[src/rtl/mem_port_arbiter.sv]
// Round-robin arbiter serialising CPU and loader accesses onto one memory port.
// The loader can lock the CPU out while it writes a new program image.
module mem_port_arbiter #(
    parameter int AW = 8,
    parameter int DW = 8
) (
    input  logic          clock,
    input  logic          reset,
    input  logic          cpu_req,
    input  logic          cpu_we,
    input  logic [AW-1:0] cpu_adrs,
    input  logic [DW-1:0] cpu_wdata,
    output logic          cpu_ack,
    output logic [DW-1:0] cpu_rdata,
    input  logic          ld_req,
    input  logic          ld_we,
    input  logic [AW-1:0] ld_adrs,
    input  logic [DW-1:0] ld_wdata,
    output logic          ld_ack,
    output logic [DW-1:0] ld_rdata,
    input  logic          ld_lock,
    output logic [AW-1:0] mem_adrs,
    output logic [DW-1:0] mem_data,
    output logic          mem_wr_en,
    input  logic [DW-1:0] mem_q,
    output logic          busy
);

    typedef enum logic [1:0] {
        S_IDLE,
        S_ACCESS,
        S_RESP
    } state_t;

    state_t        r_state;
    logic          r_last_ld;
    logic          r_win_ld;
    logic          r_we;
    logic [AW-1:0] r_adrs;
    logic [DW-1:0] r_data;
    logic          r_wr_en;
    logic          r_cpu_ack;
    logic          r_ld_ack;
    logic [DW-1:0] r_cpu_rdata;
    logic [DW-1:0] r_ld_rdata;

    logic w_cpu_elig;
    logic w_ld_elig;
    logic w_any;
    logic w_pick_ld;

    assign w_cpu_elig = cpu_req & ~ld_lock;
    assign w_ld_elig  = ld_req;
    assign w_any      = w_cpu_elig | w_ld_elig;
    // On a tie the port that did not win last time takes the grant.
    assign w_pick_ld  = w_ld_elig & (~w_cpu_elig | ~r_last_ld);

    always_ff @(posedge clock or posedge reset) begin
        if (reset) begin
            r_state     <= S_IDLE;
            r_last_ld   <= 1'b1;
            r_win_ld    <= 1'b0;
            r_we        <= 1'b0;
            r_adrs      <= '0;
            r_data      <= '0;
            r_wr_en     <= 1'b0;
            r_cpu_ack   <= 1'b0;
            r_ld_ack    <= 1'b0;
            r_cpu_rdata <= '0;
            r_ld_rdata  <= '0;
        end else begin
            r_cpu_ack <= 1'b0;
            r_ld_ack  <= 1'b0;
            unique case (r_state)
                S_IDLE: begin
                    if (w_any) begin
                        r_win_ld  <= w_pick_ld;
                        r_last_ld <= w_pick_ld;
                        r_we      <= w_pick_ld ? ld_we : cpu_we;
                        r_wr_en   <= w_pick_ld ? ld_we : cpu_we;
                        r_adrs    <= w_pick_ld ? ld_adrs : cpu_adrs;
                        r_data    <= w_pick_ld ? ld_wdata : cpu_wdata;
                        r_state   <= S_ACCESS;
                    end
                end
                S_ACCESS: begin
                    r_wr_en <= 1'b0;
                    r_state <= S_RESP;
                end
                S_RESP: begin
                    if (r_win_ld) begin
                        r_ld_ack <= 1'b1;
                        if (!r_we) r_ld_rdata <= mem_q;
                    end else begin
                        r_cpu_ack <= 1'b1;
                        if (!r_we) r_cpu_rdata <= mem_q;
                    end
                    r_state <= S_IDLE;
                end
                default: r_state <= S_IDLE;
            endcase
        end
    end

    assign cpu_ack   = r_cpu_ack;
    assign cpu_rdata = r_cpu_rdata;
    assign ld_ack    = r_ld_ack;
    assign ld_rdata  = r_ld_rdata;
    assign mem_adrs  = r_adrs;
    assign mem_data  = r_data;
    assign mem_wr_en = r_wr_en;
    assign busy      = (r_state != S_IDLE);

endmodule

[config.mk]
export PLATFORM = sky130hd
export DESIGN_NAME = mem_port_arbiter
export DESIGN_NICKNAME = d
export VERILOG_FILES = /design/src/rtl/mem_port_arbiter.sv
export SDC_FILE = /design/constraint.sdc
export NUM_CORES = 1
export LEC_CHECK = 0
export ABC_AREA = 1
export ABC_CLOCK_PERIOD_IN_PS = 3290
export BUFFER_PORTS_ARGS = -buffer_cell sky130_fd_sc_hd__buf_2
export CAP_MARGIN = 20
export CORE_ASPECT_RATIO = 1.5
export CORE_MARGIN = 10
export CORE_UTILIZATION = 50
export CTS_BUF_LIST = sky130_fd_sc_hd__clkbuf_16
export DETAILED_ROUTE_END_ITERATION = 10
export PLACE_DENSITY = 0.84
export SLEW_MARGIN = 25
export SYNTH_ARGS = -nofsm -noshare
export SYNTH_HDL_FRONTEND = slang
export SYNTH_SLANG_ARGS = --single-unit
[constraint.sdc]
create_clock -name clock -period 3.29 [get_ports clock]
set_input_delay 0.329 -clock clock [delete_from_list [all_inputs] [get_ports clock]]
set_output_delay 0.329 -clock clock [all_outputs]
set_load 0.02 [all_outputs]
==> insert_results.sql, run 1 <==
INSERT INTO impl_metrics (metric_group, metric, value, unit) VALUES
('outcome', 'status', 'completed', ''),
('pwr', 'power.share.clock', '22.3', '%'),
('grt', 'grt_usage', '15.6', '%'),
('floorplanning', 'floorplan.initialDensity', '51.2', '%'),
('pwr', 'power.share.switching', '41.6', '%'),
('sta', 'timing.clock.skew', '3.49', 'ps'),
('placement', 'post-place-cells', '355', ''),
('detailed_routing', 'drt-total-wl', '5070', 'um'),
('placement', 'place_congestion', '0.772', ''),
('finish', 'final_net_count', '367', ''),
('floorplanning', 'placeableCoreArea', '3650', 'sq um'),
('logic_synthesis', 'synthTopCellsByArea', 'dfrtp_1, nand2_1, inv_1', ''),
('cts', 'cts_hold_repair.buffers', '1', ''),
('finish', 'post_route_cells_drive_above_1_share', '30.8', '%'),
('detailed_routing', 'dr.pass1.iters', '5', ''),
('sta', 'maxSlewHeadroom', '66.8', '%'),
('setup_path', 'crit_type', 'reg -> reg', ''),
('cts', 'clock_path_buffers', '2', ''),
('sta', 'report.final.hold_viol_count', '0', ''),
('logic_synthesis', 'netlist-cell-type-count', '17', ''),
('detailed_routing', 'vias_per_cell', '4.71', ''),
('cts', 'clkTransAtPathRegs', '60', 'ps'),
('finish', 'insertedDiodeCount', '0', ''),
('setup_path', 'crit_path_max_fanout', '19', ''),
('pwr', 'cellLeakagePower', '0.00152', 'uW'),
('sta', 'worst_slack', '1660', 'ps'),
('floorplanning', 'floorplan.die_area', '6630', 'sq um'),
('placement', 'io_buffer_count', '82', ''),
('setup_path', 'cp_data_arrival_time', '1800', 'ps'),
('setup_path', 'setup.worst_path.start_class', 'register', ''),
('logic_synthesis', 'yosys_warning_total', '0', ''),
('logic_synthesis', 'netlist_instances', '237', ''),
('pwr', 'p_seq_share', '35.6', '%'),
('setup_path', 'r2r_end', 'mem_adrs[0]', ''),
('logic_synthesis', 'synth_seq_area_share', '53.7', '%'),
('floorplanning', 'die_width', '69.9', 'um'),
('pwr', 'total_power', '2430', 'uW'),
('logic_synthesis', 'yosys.area.top_type_share', '52.3', '%'),
('min_path', 'kind_of_path_behind_the_tightest_hold_check', 'in -> reg', ''),
('sta', 'timing_worst_slew_pin_value', '497', 'ps'),
('pwr', 'p_per_area', '988', 'nW/um^2'),
('cts', 'clock_tree.htree_level_count', '2', ''),
('sta', 'report.final.slew_viol_count', '0', ''),
('grt', 'gr-total-overflow', '0', ''),
('logic_synthesis', 'syn_area', '1870', 'sq um'),
('grt', 'antenna_found_initial', '0', ''),
('sta', 'setup_viol', '0', ''),
('detailed_routing', 'drc', '0', ''),
('setup_path', 'worstSetupStartpoint', 'r_last_ld', ''),
('detailed_routing', 'ant_nets', '0', ''),
('placement', 'dp_hpwl', '3750', 'um'),
('cts', 'cts_tree', 'done', ''),
('detailed_routing', 'drt_iter0_drc', '101', ''),
('floorplanning', 'standard_cell_row_count', '27', ''),
('setup_path', 'critical_path_endpoint_category', 'register', ''),
('pwr', 'vdd.ir_drop.worst', '0.627', 'mV'),
('detailed_routing', 'detail_route.wl_per_cell', '13.9', 'um'),
('min_path', 'whs_path_depth', '3', ''),
('setup_path', 'r2r.worst_path.cells', '5', ''),
('cts', 'post_cts.resized_instances', '0', ''),
('cts', 'clkLatencyLatePin', '280', 'ps'),
('finish', 'final_cells', '364', ''),
('floorplanning', 'ports_placed_on_the_boundary', '83', ''),
('logic_synthesis', 'mappedNetlistNets', '284', ''),
('setup_path', 'cp_data_required_time', '3460', 'ps'),
('floorplanning', 'die_y', '94.8', 'um'),
('sta', 'rsz0062_at_grt', 'false', ''),
('grt', 'grt_first_pass_wirelength', '8490', 'um'),
('logic_synthesis', 'synth.avg_cell_area', '7.88', 'sq um'),
('logic_synthesis', 'synth_largest_area_cell', 'dfrtp_1', ''),
('sta', 'tns', '0', 'ps');
metal layers:
layer | vias up | routed length [um] | global-route usage [%]
li1 | 876 | - | -
met1 | 780 | 1890 | 16.0
met2 | 53 | 2770 | 28.5
met3 | 4 | 342 | 5.46
met4 | 0 | 61 | 5.78
met5 | - | 0 | 0
how the worst max path moves through the flow:
stage | end | depth (start not counted)
3_5_place_dp | r_we | 5
3_3_place_gp | r_we | 5
5_1_grt | mem_data[1] | 5
2_1_floorplan | cpu_ack | 1
6_report | mem_adrs[0] | 5
4_1_cts | mem_adrs[0] | 5
metrics by stage:
stage	instance area [sq um]	hold slack [ps]
3_5_place_dp	2280	278
5_1_grt	2460	345
6_report	2460	311
2_1_floorplan	1870	423
3_3_place_gp	2280	271
4_1_cts	2460	312
power by group through the flow:
stage / combinational (uW) / clock [uW] / sequential [uW]
floorplan: 421 / 0 / 1130
global placement: 1010 / 0 / 857
detailed placement: 1040 / 0 / 864
CTS: 1050 / 545 / 863
global route: 1140 / 571 / 893
finish: 1020 / 542 / 864
cells in the mapped netlist:
cell     instances
inv_2            1
o21ai_0         16
o21ai_1          1
nand3_2          1
nor2_2           1
a21oi_4          1
buf_2            5
dfstp_2          1
nand3_1         36
buf_4            1
nand2_2          2
dfrtp_1         39
buf_6            2
nand2_4          1
inv_1           50
nand2_1         75
nor2_1           4
placed cells by master (no fill, tap or decap), drive strengths merged:
| cell type | netlist | final |
|---|---|---|
| nand2 | 78 | 78 |
| o21ai | 17 | 17 |
| dfstp | 1 | 1 |
| bufinv | 0 | 1 |
| dlygate4sd3 | 0 | 1 |
| dfrtp | 39 | 39 |
| clkinv | 0 | 1 |
| a21oi | 1 | 1 |
| buf | 8 | 83 |
| clkbuf | 0 | 5 |
| clkinvlp | 0 | 1 |
| nand3 | 37 | 37 |
| inv | 51 | 51 |
| nor2 | 5 | 5 |
flip-flops by register name (all words and copies together), names as in the netlist, 2 cells and up:
| register | cells |
|---|---|
| cpu_rdata | 8 |
| ld_rdata | 8 |
| mem_adrs | 8 |
| mem_data | 8 |
| r_state | 2 |
cell type report:
type | instances | area, sq um
multi-input cells | 138 | 618
clock buffers | 5 | 125
fillers | 318 | 1190
flip-flops and latches | 40 | 1000
clock inverters | 3 | 42.5
well taps | 43 | 53.8
repair buffers | 84 | 428
inverters | 51 | 191
cells by family (layout without fill, tap and decap cells):
group | after synthesis | after routing | synth area share (%)
simple gates | 120 | 120 | 27.7
compound gates | 18 | 18 | 5.43
flops | 40 | 40 | 53.7
buf+inv | 59 | 143 | 13.2
worst max-delay path, stage by stage, from the launching register on:
cell and delay, ps:
dfstp_2 530, nand3_2 310, nand2_2 390, nand2_1 110
nand3_1 110, nand2_1 60
Power figures use the tool's default switching activity.
==> run 2: changes to the inputs <==
- ABC_CLOCK_PERIOD_IN_PS: 3290 -> 1400
- CORE_UTILIZATION: 50 -> 42
- PLACE_DENSITY: 0.84 -> 0.75
- clock period: 3.29 -> 1.4 ns (I/O delays scaled with it)
==> run 2 against run 1 <==
Compared with the run above:
- combinational power grew 140%
- sequential share of layout area is 0.83 points lower
- global-route usage is 1.9 points lower
- maximum frequency is 32% higher
- final cell count is 1.6% higher
- first-iteration DRC count increased by 6.9%
- clock skew shrank 2.3 ps
- flip-flop and latch count is the same
- via count is 2.0% higher
- non-clock buffer count up 3
- register-to-register slack worse by 1500 ps
==> insert_results.sql, run 2 (same netlist as run 1, synthesis figures left out) <==
INSERT INTO impl_metrics (metric_group, metric, value, unit) VALUES
('sta', 'rsz0062_at_grt', 'false', ''),
('cts', 'clkLatencyLatePin', '280', 'ps'),
('cts', 'cts_root_buf', 'clkbuf_16', ''),
('setup_path', 'cp_data_arrival_time', '1410', 'ps'),
('detailed_routing', 'drc', '0', ''),
('detailed_routing', 'drt-total-wl', '4940', 'um'),
('floorplanning', 'placeableCoreArea', '4280', 'sq um'),
('sta', 'maxSlewHeadroom', '68.9', '%'),
('placement', 'dp_hpwl', '3750', 'um'),
('min_path', 'hold-path-endpoint', 'cpu_rdata[0]', ''),
('detailed_routing', 'ant_nets', '0', ''),
('setup_path', 'r2r_end', 'mem_data[3]', ''),
('cts', 'clock_sink_count', '40', ''),
('setup_path', 'critical_path_endpoint_category', 'register', ''),
('grt', 'first_global_vias', '1836', ''),
('pwr', 'cellLeakagePower', '0.00154', 'uW'),
('floorplanning', 'floorplan.initialDensity', '43.6', '%'),
('setup_path', 'cp_data_required_time', '1570', 'ps'),
('sta', 'timing_worst_slew_pin_value', '466', 'ps'),
('grt', 'antenna_found_initial', '0', ''),
('sta', 'timing.clock.skew', '1.22', 'ps'),
('setup_path', 'worst_r2r_startpoint', 'r_last_ld', ''),
('floorplanning', 'standard_cell_row_count', '29', ''),
('min_path', 'kind_of_path_behind_the_tightest_hold_check', 'in -> reg', ''),
('setup_path', 'crit_type', 'reg -> reg', ''),
('detailed_routing', 'via_count', '1748', ''),
('sta', 'tns', '0', 'ps'),
('sta', 'achievable-frequency', '808', 'MHz'),
('min_path', 'launch_point_of_the_worst_hold_path', 'mem_q[0]', ''),
('cts', 'clock_path_buffers', '2', ''),
('setup_path', 'reg2reg_slack', '160', 'ps'),
('grt', 'gr-total-overflow', '0', ''),
('finish', 'final_common_cell', 'buf_2', ''),
('detailed_routing', 'vias_per_cell', '4.72', ''),
('min_path', 'whs_path_depth', '3', ''),
('sta', 'fin_crit', '1240', 'ps'),
('floorplanning', 'die_y', '102', 'um'),
('floorplanning', 'ports_placed_on_the_boundary', '83', ''),
('detailed_routing', 'dr.pass1.iters', '4', ''),
('placement', 'io_buffer_count', '82', ''),
('finish', 'final_cells', '370', ''),
('cts', 'clock_tree.htree_level_count', '2', ''),
('cts', 'post_cts.resized_instances', '0', ''),
('grt', 'grt_first_pass_wirelength', '8100', 'um'),
('grt', 'grt_usage', '13.7', '%'),
('sta', 'report.final.slew_viol_count', '0', ''),
('detailed_routing', 'drt_iter0_drc', '108', ''),
('outcome', 'status', 'completed', ''),
('cts', 'cts_inserted_buffers', '5', ''),
('finish', 'post_route_cells_drive_above_1_share', '31.5', '%'),
('finish', 'insertedDiodeCount', '0', ''),
('placement', 'place_congestion', '0.785', ''),
('sta', 'period_share', '88.4', '%'),
('cts', 'clkTransAtPathRegs', '60', 'ps'),
('cts', 'cts_tree', 'done', ''),
('setup_path', 'crit_path_max_fanout', '17', ''),
('pwr', 'vdd.ir_drop.worst', '0.911', 'mV'),
('placement', 'post-place-cells', '361', ''),
('finish', 'final_net_count', '370', ''),
('job', 'timing.max_cap.violations', '0', ''),
('setup_path', 'setup.worst_path.start_class', 'register', ''),
('floorplanning', 'die_width', '74.4', 'um'),
('grt', 'grt_max_degree', '41', ''),
('detailed_routing', 'detail_route.wl_per_cell', '13.3', 'um'),
('floorplanning', 'floorplan.die_area', '7570', 'sq um'),
('setup_path', 'r2r.worst_path.cells', '5', ''),
('finish', 'area_growth_syn_to_layout', '34.6', '%'),
('pwr', 'p_per_area', '2290', 'nW/um^2'),
('sta', 'setup_viol', '0', ''),
('sta', 'report.final.hold_viol_count', '0', ''),
('finish', 'leading_cell_types_in_the_layout_fill_and_taps_excluded', 'buf_2, nand2_1, inv_1', '');
-- run 2: changes by cell type in the layout (fill, tap and decap cells not counted) --
cell / delta
buf_12: +2
buf_4: +1
-- run 2: power breakdown --
group          total, uW  internal, uW  switching [uW]
Clock               1280           836             446
Sequential          2010          1740             274
Combinational       2460           822            1630
Total               5750          3400            2360
-- run 2: worst max-delay path by stage --
| stage | start | endpoint | slack (ps) | cells after the start |
|---|---|---|---|---|
| floorplan | r_last_ld | mem_adrs[5] | 160 | 6 |
| global placement | r_last_ld | mem_wr_en | 200 | 5 |
| detailed placement | r_state[0] | ld_rdata[6] | 150 | 3 |
| CTS | r_state[0] | ld_rdata[6] | 120 | 3 |
| global route | r_state[0] | ld_rdata[7] | 20 | 4 |
| finish | r_last_ld | mem_data[3] | 160 | 5 |
-- run 2: stage by stage --
| step | cell area [sq um] | power, uW | hold slack, ps | util, % | setup slack [ps] |
|---|---|---|---|---|---|
| after floorplan | 1870 | 3640 | 287 | - | 162 |
| after global placement | 2330 | 4480 | 206 | 54.5 | 197 |
| after detailed placement | 2330 | 4540 | 211 | 54.5 | 147 |
| after CTS | 2510 | 5840 | 121 | 58.7 | 123 |
| after global routing | 2510 | 6180 | 131 | 58.7 | 20.4 |
| final | 2510 | 5750 | 127 | 58.7 | 162 |
-- run 2: critical path, stage by stage (launching register included) --
cell and delay (ps):
dfstp_2 530, nand3_2 90, nand2_2 270, nand2_1 110, nand3_1 80, nand2_1 50
-- run 2: timing repair --
| action | in CTS | in global routing |
|---|---|---|
| setup buffers | 0 | 0 |
| hold endpoints to repair | 39 | 0 |
| hold buffers | 1 | 0 |
-- run 2: metal layers --
metal / share of wire [%] / global-route usage [%] / wire length [um] / vias to the layer above
li1: - / - / - / 886
met1: 38 / 13.2 / 1870 / 808
met3: 8.0 / 5.28 / 397 / 5
met2: 52 / 24.2 / 2580 / 49
met5: 0 / 0 / 0 / -
met4: 1.8 / 7.02 / 91 / 0
-- run 2: layout make-up --
type                            instances  area, sq um
Fill cell                             421         1770
Sequential cell                        40         1000
Multi-Input combinational cell        138          618
Timing Repair Buffer                   87          475
Inverter                               51          191
Clock buffer                            5          125
Tap cell                               46         57.6
Clock inverter                          3         42.5
==> run 3: changes to the inputs <==
- CELL_PAD_IN_SITES_DETAIL_PLACEMENT: not set -> 0
- CELL_PAD_IN_SITES_GLOBAL_PLACEMENT: not set -> 1
- CORE_MARGIN: 10 -> not set
- CORE_UTILIZATION: 42 -> 29
- PLACE_DENSITY: 0.75 -> not set
- PLACE_DENSITY_LB_ADDON: not set -> 0.1
==> run 3 against run 2 <==
Compared with the run above:
- largest power group unchanged
- critical path depth is the same
- sequential power is essentially flat
- sequential share of layout area shrank 0.18 points
- die area shrank 11%
- count of clock-buffer cells in the layout is the same
==> insert_results.sql, run 3 (same netlist as run 1, synthesis figures left out) <==
INSERT INTO impl_metrics (metric_group, metric, value, unit) VALUES
('sta', 'achievable-frequency', '800', 'MHz'),
('sta', 'report.final.hold_viol_count', '0', ''),
('setup_path', 'cp_data_arrival_time', '1420', 'ps'),
('sta', 'period_share', '89.3', '%'),
('sta', 'timing_worst_slew_pin_value', '476', 'ps'),
('grt', 'gr-total-overflow', '0', ''),
('finish', 'post_route_cells_drive_above_1_share', '32.2', '%'),
('detailed_routing', 'dr.pass1.iters', '4', ''),
('sta', 'rsz0062_at_grt', 'false', ''),
('grt', 'first_global_vias', '1661', ''),
('placement', 'io_buffer_count', '82', ''),
('detailed_routing', 'ant_nets', '0', ''),
('cts', 'clock_path_buffers', '2', ''),
('finish', 'area_growth_syn_to_layout', '35.2', '%'),
('sta', 'timing.clock.skew', '1.87', 'ps'),
('grt', 'grt_usage', '14.7', '%'),
('grt', 'grt_max_degree', '20', ''),
('setup_path', 'setup.worst_path.start_class', 'register', ''),
('floorplanning', 'die_y', '100', 'um'),
('floorplanning', 'ports_placed_on_the_boundary', '83', ''),
('floorplanning', 'floorplan.initialDensity', '30.2', '%'),
('detailed_routing', 'drc', '0', ''),
('floorplanning', 'die_width', '67.5', 'um'),
('detailed_routing', 'drt-total-wl', '4620', 'um'),
('floorplanning', 'placeableCoreArea', '6170', 'sq um'),
('setup_path', 'r2r_end', 'mem_wr_en', ''),
('floorplanning', 'standard_cell_row_count', '35', ''),
('detailed_routing', 'detail_route.wl_per_cell', '11.6', 'um'),
('finish', 'leading_cell_types_in_the_layout_fill_and_taps_excluded', 'buf_2, nand2_1, inv_1', ''),
('cts', 'cts_inserted_buffers', '5', ''),
('sta', 'setup_viol', '0', ''),
('detailed_routing', 'drt_iter0_drc', '42', ''),
('grt', 'antenna_found_initial', '0', ''),
('cts', 'cts_root_buf', 'clkbuf_16', ''),
('cts', 'clkTransAtPathRegs', '60', 'ps'),
('setup_path', 'crit_path_max_fanout', '17', ''),
('grt', 'grt_first_pass_wirelength', '7440', 'um'),
('finish', 'final_net_count', '372', ''),
('min_path', 'kind_of_path_behind_the_tightest_hold_check', 'in -> reg', ''),
('detailed_routing', 'via_count', '1713', ''),
('cts', 'clock_sink_count', '40', ''),
('pwr', 'p_per_area', '2180', 'nW/um^2'),
('min_path', 'whs_path_depth', '3', ''),
('placement', 'dp_hpwl', '3360', 'um'),
('setup_path', 'worst_r2r_startpoint', 'r_last_ld', ''),
('sta', 'whs', '130', 'ps'),
('sta', 'maxSlewHeadroom', '68.2', '%'),
('pwr', 'vdd.ir_drop.worst', '0.605', 'mV'),
('setup_path', 'reg2reg_slack', '150', 'ps'),
('sta', 'fin_crit', '1250', 'ps'),
('job', 'timing.max_cap.violations', '0', ''),
('sta', 'report.final.slew_viol_count', '0', ''),
('setup_path', 'r2r.worst_path.cells', '5', ''),
('detailed_routing', 'vias_per_cell', '4.28', ''),
('min_path', 'hold-path-endpoint', 'ld_rdata[3]', ''),
('outcome', 'status', 'completed', ''),
('cts', 'cts_tree', 'done', ''),
('finish', 'final_common_cell', 'buf_2', ''),
('cts', 'clock_tree.htree_level_count', '2', ''),
('setup_path', 'worstSetupStartpoint', 'r_last_ld', ''),
('sta', 'tns', '0', 'ps'),
('setup_path', 'crit_type', 'reg -> reg', ''),
('pwr', 'cellLeakagePower', '0.00154', 'uW'),
('floorplanning', 'floorplan.die_area', '6770', 'sq um'),
('setup_path', 'critical_path_endpoint_category', 'register', ''),
('cts', 'clkLatencyLatePin', '280', 'ps'),
('placement', 'place_congestion', '0.744', ''),
('finish', 'insertedDiodeCount', '0', ''),
('min_path', 'launch_point_of_the_worst_hold_path', 'mem_q[3]', ''),
('setup_path', 'cp_data_required_time', '1570', 'ps');
run 3: cell types whose count changed in the layout (fill, tap and decap cells not counted):
cell and change:
nand2_1 -1, buf_12 -1, clkinv_1 +1, inv_1 -1
buf_4 +3, clkinvlp_4 -1, clkinv_2 +1, bufinv_16 -1
inv_2 +1, nand2_2 +1
run 3: worst max-delay path, stage by stage (launching register included):
cell     delay (ps)
dfstp_2         540
nand3_2          80
nand2_2         280
nand2_1          90
nand3_1         100
nand2_1          50
run 3: final cells by class:
| class | count | area, sq um |
|---|---|---|
| fillers | 663 | 3650 |
| clock inverters | 3 | 13.8 |
| flip-flops and latches | 40 | 1000 |
| repair buffers | 89 | 478 |
| inverters | 51 | 191 |
| multi-input cells | 138 | 621 |
| well taps | 74 | 92.6 |
| clock buffers | 5 | 125 |
run 3: worst max-delay path by stage:
stage,cells past startpoint,to
final,5,mem_wr_en
after global routing,3,ld_rdata[0]
after CTS,5,r_we
after detailed placement,5,mem_wr_en
after global placement,5,r_we
after floorplan,6,mem_adrs[5]
run 3: power breakdown:
group,internal (uW),switching (uW),leakage (uW)
combinational,808,1580,0.000983
sequential,1740,289,0.000488
clock,647,447,0.0000710
run 3: repair_timing:
action                     CTS  global route
hold buffers                 1             0
resized for setup            0             1
setup endpoints to repair    0             3
buffers inserted             0             0
hold endpoints to repair    14             0
run 3: metrics by stage:
| stage | cells | instance area (sq um) | power, uW | utilization (%) | worst slack [ps] |
|---|---|---|---|---|---|
| global route | 400 | 2520 | 5970 | 40.9 | 7.38 |
| CTS | 400 | 2520 | 5600 | 40.8 | 134 |
| detailed placement | 391 | 2370 | 4470 | 38.4 | 143 |
| global placement | 391 | 2370 | 4450 | 38.4 | 162 |
| finish | 400 | 2520 | 5510 | 40.9 | 150 |
| floorplan | 237 | 1870 | 3640 | - | 162 |
run 3: routing by layer:
layer	global-route usage [%]	vias to the layer above	part of all wire, %
li1	-	883	-
met1	16.2	762	42
met2	25.6	59	49
met3	3.75	9	5.9
met4	6.71	0	2.8
met5	0	-	0
